<file path="src/rtl/lp_fifo_pop_burst_adapter.sv">
// Read-side adapter: drains an upstream FIFO via active-low pop into a 2-entry skid buffer,
// optionally gating pops into fixed-length bursts. Optional counters: LP_FIFO_POP_ADAPT_STATS_EN.
module lp_fifo_pop_burst_adapter #(
  parameter int unsigned Width    = 8,
  parameter int unsigned Depth    = 8,
  parameter int unsigned CntWidth = 4,
  parameter int unsigned TmoWidth = 8
) (
  input  logic                clk,
  input  logic                rst,
  input  logic                enable,
  input  logic [CntWidth-1:0] burst_len,
  input  logic [TmoWidth-1:0] timeout,
  input  logic                fifo_empty,
  input  logic [CntWidth-1:0] fifo_word_cnt,
  input  logic [Width-1:0]    fifo_data_out,
  input  logic                fifo_error,
  output logic                fifo_pop_n,
  output logic                out_valid,
  input  logic                out_ready,
  output logic [Width-1:0]    out_data,
  output logic                out_last,
  output logic                busy,
  output logic                tmo_flag,
  output logic                sticky_err
`ifdef LP_FIFO_POP_ADAPT_STATS_EN
  ,
  output logic [31:0]         stat_words,
  output logic [31:0]         stat_stall
`endif
);

  typedef enum logic [1:0] {StIdle, StStream, StArm, StDrain} state_e;

  localparam logic [CntWidth-1:0] DepthC = CntWidth'(Depth);
  localparam logic [CntWidth-1:0] OneC   = CntWidth'(1);

  state_e              state_q, state_d;
  logic [CntWidth-1:0] len_q, len_d;
  logic [CntWidth-1:0] remain_q, remain_d;
  logic [TmoWidth-1:0] tmo_lim_q, tmo_lim_d;
  logic [TmoWidth-1:0] tmo_cnt_q, tmo_cnt_d;
  logic                tmo_flag_q, tmo_flag_d;
  logic                sticky_q, sticky_d;
  logic [1:0]          cnt_q, cnt_d;
  logic [Width-1:0]    head_data_q, head_data_d, tail_data_q, tail_data_d;
  logic                head_last_q, head_last_d, tail_last_q, tail_last_d;

  logic                pop_permit, pop_ok, pop_last, rd;
  logic [CntWidth-1:0] clamped_len;

  assign clamped_len = (burst_len > DepthC) ? DepthC : burst_len;
  assign pop_permit  = ((state_q == StStream) && enable) || (state_q == StDrain);
  assign pop_ok      = !rst && !fifo_empty && (cnt_q != 2'd2) && pop_permit;
  assign pop_last    = (state_q == StDrain) && (remain_q == OneC);
  assign rd          = (cnt_q != 2'd0) && out_ready;

  // Burst / stream sequencing
  always_comb begin
    state_d    = state_q;
    len_d      = len_q;
    remain_d   = remain_q;
    tmo_lim_d  = tmo_lim_q;
    tmo_cnt_d  = tmo_cnt_q;
    tmo_flag_d = 1'b0;
    unique case (state_q)
      StIdle: begin
        if (enable) begin
          if (burst_len == '0) begin
            state_d = StStream;
          end else begin
            state_d   = StArm;
            len_d     = clamped_len;
            tmo_lim_d = timeout;
            tmo_cnt_d = '0;
          end
        end
      end
      StStream: begin
        if (!enable) state_d = StIdle;
      end
      StArm: begin
        if (!enable) begin
          state_d = StIdle;
        end else if (fifo_word_cnt >= len_q) begin
          state_d  = StDrain;
          remain_d = len_q;
        end else if ((tmo_lim_q != '0) && (tmo_cnt_q == tmo_lim_q) && (fifo_word_cnt != '0)) begin
          state_d    = StDrain;
          remain_d   = fifo_word_cnt;
          tmo_flag_d = 1'b1;
        end else if (tmo_cnt_q != tmo_lim_q) begin
          tmo_cnt_d = tmo_cnt_q + TmoWidth'(1);
        end
      end
      StDrain: begin
        if (pop_ok) begin
          remain_d = remain_q - OneC;
          if (remain_q == OneC) begin
            // A zero burst_len at the relatch point means streaming, not a zero-length burst
            if (!enable) begin
              state_d = StIdle;
            end else if (burst_len == '0) begin
              state_d = StStream;
            end else begin
              state_d   = StArm;
              len_d     = clamped_len;
              tmo_lim_d = timeout;
              tmo_cnt_d = '0;
            end
          end
        end
      end
      default: state_d = StIdle;
    endcase
  end

  // Skid buffer: head feeds the stream, tail only holds a word while head is stalled
  always_comb begin
    cnt_d       = cnt_q;
    head_data_d = head_data_q;
    head_last_d = head_last_q;
    tail_data_d = tail_data_q;
    tail_last_d = tail_last_q;
    unique case ({pop_ok, rd})
      2'b10: begin
        cnt_d = cnt_q + 2'd1;
        if (cnt_q == 2'd0) begin
          head_data_d = fifo_data_out;
          head_last_d = pop_last;
        end else begin
          tail_data_d = fifo_data_out;
          tail_last_d = pop_last;
        end
      end
      2'b01: begin
        cnt_d = cnt_q - 2'd1;
        if (cnt_q == 2'd2) begin
          head_data_d = tail_data_q;
          head_last_d = tail_last_q;
        end
      end
      2'b11: begin
        head_data_d = fifo_data_out;
        head_last_d = pop_last;
      end
      default: ;
    endcase
  end

  assign sticky_d = sticky_q | fifo_error;

  always_ff @(posedge clk) begin
    if (rst) begin
      state_q     <= StIdle;
      len_q       <= '0;
      remain_q    <= '0;
      tmo_lim_q   <= '0;
      tmo_cnt_q   <= '0;
      tmo_flag_q  <= 1'b0;
      sticky_q    <= 1'b0;
      cnt_q       <= 2'd0;
      head_data_q <= '0;
      head_last_q <= 1'b0;
      tail_data_q <= '0;
      tail_last_q <= 1'b0;
    end else begin
      state_q     <= state_d;
      len_q       <= len_d;
      remain_q    <= remain_d;
      tmo_lim_q   <= tmo_lim_d;
      tmo_cnt_q   <= tmo_cnt_d;
      tmo_flag_q  <= tmo_flag_d;
      sticky_q    <= sticky_d;
      cnt_q       <= cnt_d;
      head_data_q <= head_data_d;
      head_last_q <= head_last_d;
      tail_data_q <= tail_data_d;
      tail_last_q <= tail_last_d;
    end
  end

`ifdef LP_FIFO_POP_ADAPT_STATS_EN
  logic [31:0] stat_words_q, stat_words_d, stat_stall_q, stat_stall_d;

  always_comb begin
    stat_words_d = stat_words_q + {31'd0, pop_ok};
    stat_stall_d = stat_stall_q + {31'd0, (cnt_q != 2'd0) && !out_ready};
  end

  always_ff @(posedge clk) begin
    if (rst) begin
      stat_words_q <= '0;
      stat_stall_q <= '0;
    end else begin
      stat_words_q <= stat_words_d;
      stat_stall_q <= stat_stall_d;
    end
  end

  assign stat_words = stat_words_q;
  assign stat_stall = stat_stall_q;
`endif

  assign fifo_pop_n = !pop_ok;
  assign out_valid  = (cnt_q != 2'd0);
  assign out_data   = head_data_q;
  assign out_last   = head_last_q;
  assign busy       = (state_q != StIdle) || (cnt_q != 2'd0);
  assign tmo_flag   = tmo_flag_q;
  assign sticky_err = sticky_q;

endmodule

</file>
<file path="config.mk">
export PLATFORM = sky130hd
export DESIGN_NAME = lp_fifo_pop_burst_adapter
export DESIGN_NICKNAME = d
export VERILOG_FILES = /design/src/rtl/lp_fifo_pop_burst_adapter.sv
export SDC_FILE = /design/constraint.sdc
export NUM_CORES = 1
export LEC_CHECK = 0
export ABC_AREA = 1
export BUFFER_PORTS_ARGS = -buffer_cell sky130_fd_sc_hd__buf_2
export CAP_MARGIN = 20
export CORE_MARGIN = 2
export CORE_UTILIZATION = 40
export CTS_BUF_LIST = sky130_fd_sc_hd__clkbuf_16
export CTS_CLUSTER_SIZE = 12
export DETAILED_ROUTE_END_ITERATION = 8
export PLACE_DENSITY = 0.71
export SLEW_MARGIN = 10
export SYNTH_ARGS = -nofsm -noshare
export SYNTH_HDL_FRONTEND = slang
export SYNTH_SLANG_ARGS = --single-unit
</file>
<file path="constraint.sdc">
create_clock -name clk -period 2.6 [get_ports clk]
set_input_delay 0.26 -clock clk [delete_from_list [all_inputs] [get_ports clk]]
set_output_delay 0.26 -clock clk [all_outputs]
set_load 0.02 [all_outputs]
</file>
==> metrics.yaml, run 1 <==
run_status:
  outcome: "complete, no violations"
clocking:
  path_clk_slew_ps: 70
  ctsResizeCount: 0
  cts_max_path_buffers: 2
  h-tree-depth: 2
  clk_latency_ps: 290
  cts_tree: "yes"
  root_buffer: "clkbuf_16"
  numCtsBuffers: 5
  hold_buffers: 0
  cts_sinks: 48
  post_cts_buffers: 0
worst_hold_path:
  hp-class: "input port to register"
sta:
  max_slew.worst_pin.slew_ps: 804
  fmax_mhz: 433
  slew_viol_final: 0
  finalClockSkew_ps: 8.38
  setup_viol: 0
  whs_ps: 174
  layout_setup_ws_ps: 288
  hold_viol: 0
  slew_headroom: 0.463
  finalCriticalPeriod_ps: 2310
  tns_ps: 0
  rsz0062_at_grt: "false"
  fin_crit_sh: 0.889
global_routing:
  grt_pass1_wl_um: 10500
  overflow: 0
  grt_pass1_vias: 2387
  grt_usage: 0.173
  antenna_found_initial: 0
  grt_max_degree: 32
synthesis:
  synth_cells: 390
  synth_edf_count: 0
  synth_mux_area_frac: 0
  synth_nets: 435
  synth_xor_area_frac: 0.0362
  synth_compound_area_frac: 0.156
  yosysTopAreaCell: "dfxtp_1"
  yosysSeqAreaShare: 0.361
  yosys.area_share.adder: 0.0705
  netlist_top_cells_area: "dfxtp_1 36%, nand2_1 14%, nor2_1 8.0%"
  synth_top_cell_area_share: 0.361
  synth_commonest_cells: "98 x nand2_1, 57 x nor2_1, 48 x dfxtp_1, 40 x inv_1, 32 x a21oi_1"
  ys.flop_type: "dfxtp_1"
  yosysMostFrequentCell: "nand2_1"
  synth_cell_types: 31
  syn_area_sq_um: 2660
  ys_ff_latch: 48
  async_reset_ff_frac: 0
  synth_top_family_by_area: "simple AND/OR/NAND/NOR gates"
  yosys.area_share.simple: 0.299
  avgSynthCellArea_sq_um: 6.83
  synth_warnings: 0
route:
  num_vias: 2506
  antenna_left: 0
  viasPerCell: 4.88
  dr.pass1.iters: 4
  drt-total-wl_um: 5920
  drc: 0
  drtIter0Drc: 100
  post_drt_wl_per_cell_um: 11.5
power:
  leakagePower_nw: 1.46
  ir_worst_vdd_uv: 367
  total_power_mw: 2.04
  power_density_nw_per_um2: 650
floorplan:
  initial_utilization: 0.417
  num_rows: 29
  ios: 44
  die_y_um: 85.6
  core_area_sq_um: 6390
  die_w_um: 85.6
  die_area_sq_um: 7320
place:
  io_buffer_count: 43
  place_ws_ps: 294
  gp_congestion: 0.854
  dp_hpwl_um: 4360
final_layout:
  syn_to_final_growth_pct: 17.6
  drive_gt1_frac: 0.161
  final_util: 0.490
  layout.nets: 480
  insertedDiodeCount: 0
setup_path:
  crit_path_end_kind: "register"
  cp.required_ps: 2820
  critPathMaxFanout: 17
  worst_ep_arrival_time_ps: 2530
  crit_type: "register to register"
  start_kind: "register"
run:
  drv_cap: 0
routing by layer:
layer | vias up | routed length, um | track usage
met1 | 1118 | 2830 | 0.222
met4 | 0 | 59 | 0.0404
li1 | 1337 | - | -
met2 | 45 | 2740 | 0.293
met3 | 6 | 288 | 0.0433
met5 | - | 0 | 0
flip-flops by register name, summed over array words and instances (netlist names):
| name | flops |
|---|---|
| out_data | 8 |
| tail_data_q | 8 |
| tmo_cnt_q | 8 |
| tmo_lim_q | 8 |
| len_q | 4 |
| remain_q | 4 |
| cnt_q | 2 |
| state_q | 2 |
| out_last | 1 |
| sticky_err | 1 |
| tail_last_q | 1 |
| tmo_flag | 1 |
cells in the final DEF, fill, tap and decap left out, drive strengths merged, types with 2 or more instances in the layout:
| master | Yosys | layout |
|---|---|---|
| a21oi | 33 | 33 |
| a31oi | 8 | 8 |
| buf | 4 | 48 |
| clkbuf | 6 | 5 |
| dfxtp | 48 | 48 |
| ha | 15 | 15 |
| inv | 40 | 41 |
| nand2 | 104 | 104 |
| nand3 | 19 | 19 |
| nor2 | 60 | 60 |
| nor3 | 2 | 2 |
| o21ai | 30 | 30 |
| o22ai | 2 | 2 |
| or2 | 2 | 2 |
| xnor2 | 6 | 6 |
| xor2 | 5 | 5 |
critical path, stage by stage (launching register included):
cell     delay, ps
dfxtp_1        380
ha_1           350
inv_1          190
a21oi_1        220
inv_1          100
ha_1           200
nor2_1          90
nand2_1         70
inv_1          320
o21ai_0        130
a31oi_1        190
through the flow:
stage | area, sq um | instances
2_1_floorplan | 2660 | 390
3_3_place_gp | 2960 | 505
3_5_place_dp | 2960 | 505
4_1_cts | 3130 | 513
5_1_grt | 3130 | 513
6_report | 3130 | 513
area by class of cell:
cell class,instances,area (sq um)
Clock inverter,3,46.3
Clock buffer,5,125
Fill cell,643,3250
Sequential cell,48,961
Inverter,41,154
Multi-Input combinational cell,291,1500
Tap cell,77,96.3
Timing Repair Buffer,48,253
final timing paths:
| path | slack [ps] | depth (start not counted) | to | from |
|---|---|---|---|---|
| setup / recovery | 290 | 10 | out_data[6] | state_q[1] |
| hold / removal | 170 | 3 | sticky_err | fifo_error |
| setup reg to reg | 290 | 10 | out_data[6] | state_q[1] |
| hold reg to reg | 460 | 2 | sticky_err | sticky_err |
cells by family after synthesis:
kind of cell,count (synthesis)
AO/OA/AOI/OAI,75
XOR/XNOR,11
flip-flops,48
buffers and inverters,51
AND/OR/NAND/NOR,190
adder cells (fa/ha/maj),15
report_power, final:
group          leakage, nW  switching, mW  internal [mW]
clock               0.0804          0.293          0.457
combinational        0.990          0.293          0.168
sequential           0.391         0.0406          0.785
(Power assumes the default switching activity.)
==> run 2: changes to the inputs <==
--- a/config.mk
+++ b/config.mk
@@ -10,7 +10,7 @@
 export CAP_MARGIN = 20
 export CORE_MARGIN = 2
 export CORE_UTILIZATION = 40
-export CTS_BUF_LIST = sky130_fd_sc_hd__clkbuf_16
+export CTS_BUF_LIST = sky130_fd_sc_hd__clkbuf_4 sky130_fd_sc_hd__clkbuf_8
 export CTS_CLUSTER_SIZE = 12
 export DETAILED_ROUTE_END_ITERATION = 8
 export PLACE_DENSITY = 0.71
==> metrics.yaml, run 2 (synthesis results as in run 1) <==
power:
  p_switching_mw: 0.601  # -4.2%
  p_clk_frac: 0.303  # -0.066
  power_density_nw_per_um2: 599  # -7.9%
  ir_worst_vdd_uv: 345  # -6.0%
  power_frac_seq: 0.448  # +0.043
  power.internal_mw: 1.24  # -12%
  sw_frac_of_total: 0.326  # +0.0181
  leakagePower_nw: 1.43  # -1.8%
  p_comb_frac: 0.249  # +0.023
global_routing:
  grt_pass1_wl_um: 10500  # +0.20%
  overflow: 0  # unchanged
  grt_max_degree: 32  # unchanged
  grt_usage: 0.172  # -0.000841
  grt_pass1_vias: 2396  # +0.38%
  antenna_found_initial: 0  # unchanged
sta:
  finalCriticalPeriod_ps: 2330  # +19.0 ps
  tns_ps: 0  # unchanged
  slew_headroom: 0.473  # +0.00997
  fmax_mhz: 429  # -0.82%
  hold_viol: 0  # unchanged
  max_slew.worst_pin.slew_ps: 789  # -14.9 ps
  setup_viol: 0  # unchanged
  finalClockSkew_ps: 6.70  # -1.68 ps
  fin_crit_sh: 0.897  # +0.00731
  slew_viol_final: 0  # unchanged
  rsz0062_at_grt: "false"
final_layout:
  layout.nets: 480  # unchanged
  syn_to_final_growth_pct: 15.5
  fin_area_sq_um: 3080  # -1.8%
  drive_gt1_frac: 0.161  # unchanged
  n_fill_cell: 645  # +0.31%
  final_cell_mix: "98 x nand2_1, 57 x nor2_1, 48 x dfxtp_1, 43 x buf_2, 40 x inv_1"
  insertedDiodeCount: 0  # unchanged
  final_common_cell: "nand2_1"
clocking:
  cts_tree: "yes"
  post_cts_buffers: 0  # unchanged
  numCtsBuffers: 5  # unchanged
  cts_sinks: 48  # unchanged
  cts_max_path_buffers: 2  # unchanged
  root_buffer: "clkbuf_8"
  path_clk_slew_ps: 100  # +30 ps
  hold_buffers: 0  # unchanged
  ctsResizeCount: 0  # unchanged
  h-tree-depth: 2  # unchanged
  clk_latency_ps: 310  # +20 ps
setup_path:
  crit_type: "register to register"
  slowest_stage: "dfxtp_1"
  critPathTopFamily: "buffers and inverters"
  crit_path_end_kind: "register"
  path_cells: "ha_1 > inv_1 > a21oi_1 > inv_1 > ha_1 > nor2_1 > nand2_1 > inv_1 > o21ai_0 > a31oi_1"
  start_kind: "register"
  critPathBufInv: 3  # unchanged
  cp.required_ps: 2840  # +20 ps
  critPathMaxFanout: 17  # unchanged
  cpPeakStageDelay_ps: 390  # about the same
  worst_ep_arrival_time_ps: 2570  # +40 ps
  path_common_cell: "inv_1"
  r2r_setup_slack_ps: 270  # -20 ps
worst_hold_path:
  hp-class: "input port to register"
place:
  io_buffer_count: 43  # unchanged
  dp_hpwl_um: 4360  # unchanged
  placed_area_sq_um: 2960  # unchanged
  gp_congestion: 0.854  # unchanged
route:
  num_vias: 2485  # -0.84%
  post_drt_wl_per_cell_um: 11.4  # -1.4%
  viasPerCell: 4.84  # -0.84%
  dr.pass1.iters: 4  # unchanged
  antenna_left: 0  # unchanged
  drt-total-wl_um: 5840  # -1.4%
  drtIter0Drc: 94  # -6.0%
  drc: 0  # unchanged
floorplan:
  core_area_sq_um: 6390  # unchanged
  num_rows: 29  # unchanged
  die_w_um: 85.6  # unchanged
  initial_utilization: 0.417  # unchanged
  ios: 44  # unchanged
  die_y_um: 85.6  # unchanged
  die_area_sq_um: 7320  # unchanged
run_status:
  outcome: "complete, no violations"
run:
  drv_cap: 0  # unchanged
[run 2: power groups by stage]
stage	combinational, mW	sequential (mW)	clock, mW
finish	0.459	0.825	0.559
detailed placement	0.459	0.842	0
CTS	0.461	0.825	0.577
global placement	0.454	0.840	0
global route	0.535	0.832	0.611
floorplan	0.340	0.838	0
[run 2: routing by layer]
| metal | track usage | share of wire | wire [um] |
|---|---|---|---|
| met1 | 0.222 | 0.48 | 2830 |
| met2 | 0.294 | 0.47 | 2740 |
| met3 | 0.0375 | 0.042 | 246 |
| met4 | 0.0404 | 0.0039 | 23 |
| met5 | 0 | 0 | 0 |
[run 2: worst paths after layout]
check                           cells after the start     endpoint  startpoint
worst max-delay path                               10  out_data[7]  state_q[1]
worst min-delay path                                3   sticky_err  fifo_error
worst max register to register                     10  out_data[7]  state_q[1]
worst min register to register                      2   sticky_err  sticky_err
[run 2: area by class of cell]
cell class                 count  area (sq um)  area share
multi-input combinational    291          1500       0.487
sequential                    48           961       0.312
timing repair buffer          48           253      0.0822
inverter                      41           154      0.0500
tap                           77          96.3      0.0313
clock buffer                   5          68.8      0.0224
clock inverter                 3          46.3      0.0151
[run 2: through the flow]
stage                     worst slack, ps  hold slack, ps  total power, mW  utilization  cells
after detailed placement              294             453             1.30        0.464    505
after CTS                             272             148             1.86        0.482    513
after floorplan                       333             381             1.18            -    390
after global placement                415             444             1.29        0.464    505
final                                 269             152             1.84        0.482    513
after global routing                 47.1             171             1.98        0.482    513
[run 2: worst register-to-register path, cell delays in order (launching register included)]
cell     delay [ps]
dfxtp_1         390
ha_1            350
inv_1           190
a21oi_1         220
inv_1           100
ha_1            200
nor2_1           90
nand2_1          70
inv_1           320
o21ai_0         140
a31oi_1         200
==> run 3: changes to the inputs <==
==> constraint.sdc (replaced) <==
create_clock -name clk -period 2.3 [get_ports clk]
set_input_delay 0.23 -clock clk [delete_from_list [all_inputs] [get_ports clk]]
set_output_delay 0.23 -clock clk [all_outputs]
set_load 0.02 [all_outputs]
==> metrics.yaml, run 3 (synthesis results as in run 1) <==
clocking:
  root_buffer: "clkbuf_8"
  ctsResizeCount: 0  # unchanged
  post_cts_buffers: 0  # unchanged
  cts_sinks: 48  # unchanged
  cts_max_path_buffers: 2  # unchanged
  numCtsBuffers: 5  # unchanged
  path_clk_slew_ps: 100  # about the same
  hold_buffers: 0  # unchanged
  h-tree-depth: 2  # unchanged
  cts_tree: "yes"
  clk_latency_ps: 310  # about the same
sta:
  fmax_mhz: 489  # +14%
  slew_headroom: 0.723  # +0.250
  layout_setup_ws_ps: 254  # -15.4 ps
  finalClockSkew_ps: 11.3  # +4.59 ps
  setup_viol: 0  # unchanged
  rsz0062_at_grt: "false"
  finalCriticalPeriod_ps: 2050  # -285 ps
  hold_viol: 0  # unchanged
  slew_viol_final: 0  # unchanged
  max_slew.worst_pin.slew_ps: 415  # -374 ps
  fin_crit_sh: 0.890  # -0.00680
  tns_ps: 0  # unchanged
setup_path:
  critPathBufInv: 3  # unchanged
  crit_type: "register to register"
  worst_ep_arrival_time_ps: 2290  # -280 ps
  cpPeakStageDelay_ps: 390  # about the same
  slowest_stage: "dfxtp_1"
  critPathMaxFanout: 17  # unchanged
  path_common_cell: "inv_1"
  crit_path_end_kind: "register"
  critPathTopFamily: "buffers and inverters"
  start_kind: "register"
  cp.required_ps: 2540  # -300 ps
  path_cells: "ha_1 > inv_1 > a21oi_1 > inv_1 > ha_1 > nor2_1 > nand2_1 > inv_1 > o21ai_0 > a31oi_1"
route:
  num_vias: 2524  # +1.6%
  drt-total-wl_um: 6200  # +6.1%
  post_drt_wl_per_cell_um: 12.0  # +5.7%
  viasPerCell: 4.90  # +1.2%
  dr.pass1.iters: 4  # unchanged
  antenna_left: 0  # unchanged
  drtIter0Drc: 115  # +22%
  drc: 0  # unchanged
global_routing:
  grt_pass1_vias: 2436  # +1.7%
  busiest_layer: "met2"
  grt_max_degree: 19  # -41%
  grtUsageMet2: 0.307  # +0.0128
  antenna_found_initial: 0  # unchanged
  grt_pass1_wl_um: 10600  # +0.72%
  grtUsageMet1: 0.215  # -0.00688
  grtUsageMet3: 0.0443  # +0.00674
  overflow: 0  # unchanged
  grt_usage: 0.176  # +0.00430
final_layout:
  final_common_cell: "nand2_1"
  drive_gt1_frac: 0.164  # +0.00383
  final_cell_mix: "98 x nand2_1, 57 x nor2_1, 48 x dfxtp_1, 43 x buf_2, 40 x inv_1"
  insertedDiodeCount: 0  # unchanged
  syn_to_final_growth_pct: 16.1
  final_util: 0.484  # +0.00235
  n_fill_cell: 659  # +2.2%
  layout.nets: 482  # +0.42%
floorplan:
  die_y_um: 85.6  # unchanged
  die_area_sq_um: 7320  # unchanged
  num_rows: 29  # unchanged
  ios: 44  # unchanged
  core_area_sq_um: 6390  # unchanged
  initial_utilization: 0.417  # unchanged
  die_w_um: 85.6  # unchanged
power:
  power_density_nw_per_um2: 681  # +14%
  leakagePower_nw: 1.45  # +0.71%
  ir_worst_vdd_uv: 416  # +20%
place:
  dp_hpwl_um: 4620  # +6.0%
  gp_congestion: 0.815  # -4.5%
  io_buffer_count: 43  # unchanged
  place_ws_ps: 265  # -28.2 ps
worst_hold_path:
  hp-class: "input port to register"
run_status:
  outcome: "complete, no violations"
run:
  drv_cap: 0  # unchanged
-- run 3: path summary, 6_finish.rpt --
| kind | startpoint | end | slack [ps] | depth (start not counted) |
|---|---|---|---|---|
| worst max-delay path | state_q[0] | out_data[2] | 250 | 10 |
| worst min-delay path | fifo_error | sticky_err | 130 | 3 |
| worst min register to register | tail_data_q[7] | out_data[7] | 480 | 2 |
| worst max register to register | state_q[0] | out_data[2] | 250 | 10 |
-- run 3: worst reg2reg max path, cell delays in order, from the launching register on --
cell	delay [ps]
dfxtp_1	390
ha_1	180
inv_1	120
a21oi_1	200
inv_1	100
ha_1	200
nor2_1	110
nand2_1	70
inv_1	310
o21ai_0	130
a31oi_1	160
-- run 3: metal layers --
| layer | vias up | routed length, um |
|---|---|---|
| li1 | 1338 | - |
| met1 | 1122 | 2870 |
| met2 | 53 | 2930 |
| met3 | 11 | 290 |
| met4 | 0 | 105 |
| met5 | - | 0 |
-- run 3: metrics by stage --
step | total power, mW | hold WS [ps] | cells | cell area, sq um
after CTS | 2.12 | 134 | 515 | 3090
after global routing | 2.24 | 141 | 515 | 3090
after floorplan | 1.33 | 351 | 390 | 2660
after global placement | 1.46 | 443 | 507 | 2980
final | 2.10 | 133 | 515 | 3090
after detailed placement | 1.48 | 459 | 507 | 2980
-- run 3: cell type report --
| class | count | area [sq um] | area share |
|---|---|---|---|
| well taps | 77 | 96.3 | 0.0312 |
| clock buffers | 5 | 68.8 | 0.0223 |
| repair buffers | 50 | 268 | 0.0866 |
| inverters | 41 | 154 | 0.0498 |
| multi-input cells | 291 | 1500 | 0.484 |
| flip-flops and latches | 48 | 961 | 0.311 |
| clock inverters | 3 | 46.3 | 0.0150 |
-- run 3: report_power, final --
| group | switching (mW) | internal, mW | total (mW) |
|---|---|---|---|
| sequential | 0.0466 | 0.887 | 0.933 |
| combinational | 0.334 | 0.192 | 0.526 |
| clock | 0.316 | 0.328 | 0.644 |
